<file path="src/rtl/fifo_uart_tx.sv">
// fifo_uart_tx: pops bytes from an upstream registered-read FIFO and sends
// them as 8-bit UART frames (start, 8 data LSB first, optional parity, stop).
// Ports:
//   clk         single clock, rising edge
//   rst_n       synchronous active-low reset
//   enable      permits starting a new frame (never aborts one in progress)
//   fifo_empty  upstream FIFO empty flag
//   fifo_data   upstream FIFO read data, valid the cycle after fifo_rd_en
//   fifo_rd_en  one-cycle pop strobe (combinational, IDLE only)
//   tx          registered serial line, idle high
//   busy        registered, high whenever the FSM is not IDLE
//   frame_done  registered one-cycle pulse on the last cycle of the stop bit
module fifo_uart_tx #(
  parameter int unsigned CLKS_PER_BIT = 16,
  parameter int unsigned PARITY_EN    = 0,
  parameter int unsigned PARITY_ODD   = 0
) (
  input  logic       clk,
  input  logic       rst_n,
  input  logic       enable,
  input  logic       fifo_empty,
  input  logic [7:0] fifo_data,
  output logic       fifo_rd_en,
  output logic       tx,
  output logic       busy,
  output logic       frame_done
);

  localparam int unsigned BAUD_W = 16;
  localparam logic [BAUD_W-1:0] BAUD_LAST = BAUD_W'(CLKS_PER_BIT - 1);
  // frame_done is registered, so it is armed one cycle before the last stop cycle
  localparam logic [BAUD_W-1:0] DONE_ARM  = BAUD_W'(CLKS_PER_BIT - 2);

  typedef enum logic [2:0] {
    IDLE   = 3'd0,
    FETCH  = 3'd1,
    START  = 3'd2,
    DATA   = 3'd3,
    PARITY = 3'd4,
    STOP   = 3'd5
  } state_t;

  state_t            state, state_n;
  logic [BAUD_W-1:0] baud, baud_n;
  logic [2:0]        bit_idx, bit_idx_n;
  logic [7:0]        shreg, shreg_n;
  logic              par_bit, par_bit_n;
  logic              tx_n, busy_n, frame_done_n;
  logic              bit_end;

  // State and registered outputs
  always_ff @(posedge clk) begin
    if (!rst_n) begin
      state      <= IDLE;
      baud       <= '0;
      bit_idx    <= '0;
      shreg      <= '0;
      par_bit    <= 1'b0;
      tx         <= 1'b1;
      busy       <= 1'b0;
      frame_done <= 1'b0;
    end else begin
      state      <= state_n;
      baud       <= baud_n;
      bit_idx    <= bit_idx_n;
      shreg      <= shreg_n;
      par_bit    <= par_bit_n;
      tx         <= tx_n;
      busy       <= busy_n;
      frame_done <= frame_done_n;
    end
  end

  // Next-state, datapath and output decode
  always_comb begin
    state_n    = state;
    bit_idx_n  = bit_idx;
    shreg_n    = shreg;
    par_bit_n  = par_bit;
    fifo_rd_en = 1'b0;
    bit_end    = (baud == BAUD_LAST);
    baud_n     = bit_end ? '0 : baud + BAUD_W'(1);

    case (state)
      IDLE: begin
        baud_n    = '0;
        bit_idx_n = '0;
        if (enable && !fifo_empty) begin
          // gated by rst_n so no pop can escape while reset is held
          fifo_rd_en = rst_n;
          state_n    = FETCH;
        end
      end
      FETCH: begin
        baud_n    = '0;
        shreg_n   = fifo_data;
        par_bit_n = (^fifo_data) ^ (PARITY_ODD != 0);
        state_n   = START;
      end
      START: begin
        if (bit_end) state_n = DATA;
      end
      DATA: begin
        if (bit_end) begin
          shreg_n   = {1'b0, shreg[7:1]};
          bit_idx_n = bit_idx + 3'd1;
          if (bit_idx == 3'd7) state_n = (PARITY_EN != 0) ? PARITY : STOP;
        end
      end
      PARITY: begin
        if (bit_end) state_n = STOP;
      end
      STOP: begin
        if (bit_end) state_n = IDLE;
      end
      default: state_n = IDLE;
    endcase

    // tx is registered, so it is decoded from the upcoming state
    case (state_n)
      START:   tx_n = 1'b0;
      DATA:    tx_n = shreg_n[0];
      PARITY:  tx_n = par_bit_n;
      default: tx_n = 1'b1;
    endcase

    busy_n       = (state_n != IDLE);
    frame_done_n = (state == STOP) && (baud == DONE_ARM);
  end

endmodule

</file>
<file path="config.mk">
export PLATFORM = sky130hd
export DESIGN_NAME = fifo_uart_tx
export DESIGN_NICKNAME = d
export VERILOG_FILES = /design/src/rtl/fifo_uart_tx.sv
export SDC_FILE = /design/constraint.sdc
export NUM_CORES = 1
export LEC_CHECK = 0
export ABC_AREA = 1
export CORE_ASPECT_RATIO = 0.7
export CORE_MARGIN = 5
export CORE_UTILIZATION = 38
export DETAILED_ROUTE_END_ITERATION = 8
export GPL_TIMING_DRIVEN = 0
export MAX_ROUTING_LAYER = met4
export SLEW_MARGIN = 20
export SYNTH_ARGS = -nofsm -noshare
export SYNTH_HDL_FRONTEND = slang
export SYNTH_SLANG_ARGS = --single-unit
</file>
<file path="constraint.sdc">
create_clock -name clk -period 2.13 [get_ports clk]
set_input_delay 0.639 -clock clk [delete_from_list [all_inputs] [get_ports clk]]
set_output_delay 0.639 -clock clk [all_outputs]
set_load 0.05 [all_outputs]
</file>
==> implementation parameters <==
Parameter                              Value

Outcome
  Outcome ... complete, no violations

Clock tree
  Clock latency at the later pin of the worst-skew pair ... 0.28 ns
  TritonCTS clock tree ... done
  Deepest level of the CTS H-tree ... 2
  Worst-path clk slew ... 0.07 ns
  Clock root buffer master ... clkbuf_8
  Hold_buf cts ... 0
  Clk buf depth ... 2
  Clk sink count ... 34
  Total CTS buffers ... 5

Logic synthesis
  Number of synthesized register bits ... 34
  Dominant combinational cell family by area after synthesis ... simple AND/OR/NAND/NOR gates
  Xor-xnor portion of the synthesized cell area ... 0.9144%
  Net Count, Synth ... 294
  Leading post-synthesis cells by cell area ... dfxtp_1 36%, nand2_1 15%, nor2_1 7.6%
  Most used standard cells in the synthesized netlist ... 75 x nand2_1, 39 x nor2_1, 34 x dfxtp_1
  Gate count after technology mapping ... 278
  Area of the mapped netlist ... 0.001916 mm^2
  Mean area per synthesized cell ... 6.891 um^2
  Area share of the largest cell type after synthesis ... 35.53%
  Area fraction in compound gates after synthesis ... 9.732%
  Top-count cell post-synth ... nand2_1
  Number of warnings issued by yosys ... 0
  Count of flip-flops with a built-in enable after synthesis ... 0
  Cell taking the most area after synthesis ... dfxtp_1
  Synth Area in Adders ... 2.613%
  Sequential-to-total area share from yosys stat ... 35.53%
  Multiplexer fraction of the synthesized cell area ... 0%
  Primary flip-flop cell chosen by synthesis mapping ... dfxtp_1
  Netlist cell types ... 31
  Simple-gate area share of the yosys netlist ... 44.09%
  Async set or reset register ratio after synthesis ... 0%

Global route
  Number of antenna violations at the first check in global routing ... 0
  Global route overflow ... 0
  Maximum number of pins on one net before global-route repair ... 11
  Total routing resource utilization after global routing ... 13.23%
  Via count of the first global-routing pass ... 1548
  Wire length of the first global-routing pass ... 6.865 mm

Power and ir drop
  Final Power ... 1319 uW
  PD cells ... 581.6 mW/mm^2
  Leakage power of the design ... 0.0009661 uW
  Maximum vdd drop ... 0.2912 mV

Die
  Die footprint ... 0.006584 mm^2
  Placeable core region ... 0.004835 mm^2
  Die H ... 69.41 um
  Starting density of the core ... 39.62%
  I/O pin cnt ... 16
  DIE WIDTH ... 94.86 um
  Number of rows in the core area ... 21

Cells and area
  Utilization after layout ... 46.89%
  Total Nets Final ... 317
  Antenna diode count ... 0
  Layout cell share with drive strength beyond 1 ... 15.89%
  Synthesis-to-finish area growth ... 18.35%
  Number of fill cells ... 512

Detailed routing
  Length of the first detailed-routing pass in iterations ... 4
  Routed wire length ... 3.875 mm
  Drt via density ... 4.606
  Via Count ... 1709
  Number of antenna-violating nets in the routed design ... 0
  First DRT Iteration DRCs ... 106
  Routed len/inst ... 10.44 um
  Drt drc ... 0

Worst setup path
  Kind of cell with the highest combined delay on the critical path ... buffers and inverters
  Startpoint class of the critical path ... input port
  Required time at the worst-slack endpoint ... 1.49 ns
  Slowest CP cell ... clkdlybuf4s15_2
  CP max stage delay ... 0.30 ns
  Launching instance or port of the critical path ... rst_n
  Critical path fanouts, max ... 8
  Critical path cell sequence ... clkdlybuf4s15_2, inv_2, nor3_4, buf_6
  Crit path DAT ... 1.42 ns
  WP buf/inv ... 3
  Nature of the critical path endpoint ... output port
  Reg2Reg Launch Point ... baud[0]$_SDFF_PP0_
  Crit path kind ... in -> out

Timing
  Setup ws final ... 0.07092 ns
  Final setup viols ... 0
  Shortest period the worst path allows ... 2.059 ns
  Pin slew with the least headroom to its limit ... 0.4920 ns
  RSZ-0062 raised after global routing ... no
  Max Slew Vio Count ... 0
  Hold Slack ... 0.4807 ns
  Fin Setup TNS ... 0 ns
  Final Cycle Share ... 96.67%
  Clock Skew ... 0.002625 ns
  Fmax ... 485.7 MHz
  Hold Vio Cnt, Final ... 0
  Relative max-transition margin ... 67.10%

Worst hold path
  Launch point of the worst hold path ... baud[15]$_SDFF_PP0_
  Hold crit path type ... reg -> reg

Job
  Max-capacitance violation count ... 0

Placed design
  HPWL reported at the end of detailed placement ... 3.038 mm
  Place WS ... -1.026 ns
  Final GP Congestion ... 0.7874
  Port Buf Inserts ... 15
[per-stage QoR]
step                      cells  area [um^2]
final                       371         2267
after floorplan             278         1921
after global routing        371         2267
after detailed placement    362         2157
after global placement      362         2157
after CTS                   371         2265
[layer usage]
metal	wire (um)	track usage, %
met1	2187	19.92
met2	1491	16.80
met3	157	3.579
met4	40	3.840
met5	0	-
[worst paths after layout]
kind / end / slack (ns) / cells past startpoint
setup / recovery: fifo_rd_en / 0.07 / 4
hold reg to reg: baud[15]$_SDFF_PP0_ / 0.48 / 2
setup reg to reg: tx$_SDFF_PN1_ / 0.39 / 10
hold / removal: baud[15]$_SDFF_PP0_ / 0.48 / 2
[what timing repair did]
| item | in CTS | in global routing |
|---|---|---|
| buffers inserted | 1 | 0 |
| endpoints found under the setup margin | 1 | 1 |
| gates resized for setup | 14 | 2 |
| pin swaps | 2 | 0 |
| hold endpoints to repair | 0 | 0 |
[registers in the layout, indices dropped and copies added (netlist names)]
signal	cells
bit_idx	3
tx	1
shreg	8
baud	16
par_bit	1
frame_done	1
state	3
busy	1
[worst register-to-register path: stages (launching register included)]
cell and delay, ns:
dfxtp_1 0.44, ha_1 0.28, nand3_4 0.13, nor2_4 0.21
nand3_1 0.16, nand3_1 0.12, nand3_1 0.07, nand2_1 0.06
nand2_1 0.05, nand2_1 0.07, nand2_1 0.04
[area by class of cell]
type / instances / area (um^2) / area share (%)
Clock inverter: 1 / 5.005 / 0.2208
Clock buffer: 7 / 86.33 / 3.808
Inverter: 31 / 117.6 / 5.188
Tap cell: 69 / 86.33 / 3.808
Sequential cell: 34 / 680.7 / 30.02
Timing Repair Buffer: 16 / 157.7 / 6.954
Buffer: 3 / 18.77 / 0.8278
Multi-Input combinational cell: 210 / 1115 / 49.17
[cells in the final DEF (no fill, tap or decap), drive strengths merged, types with 2 or more instances in the layout]
cell and count:
nand2 80, nor2 50, dfxtp 34, inv 30
nand3 22, a21oi 19, o21ai 14, clkdlybuf4s50 11
clkbuf 8, nor3 6, ha 4, buf 4
nor3b 3, or2 3, clkinv 2, o21a 2
dlygate4sd2 2, nand4 2
[power by group]
group	internal (uW)	switching [uW]
Clock	261	235
Sequential	651	10.2
Combinational	63.5	97.7
[logic make-up (layout without fill, tap and decap cells)]
logic type	after synthesis	in the layout
compound gates	36	36
xor+xnor	2	2
fa+ha+maj	4	4
buf+inv	34	58
flops	34	34
simple gates	168	168
Power figures use the tool's default switching activity.
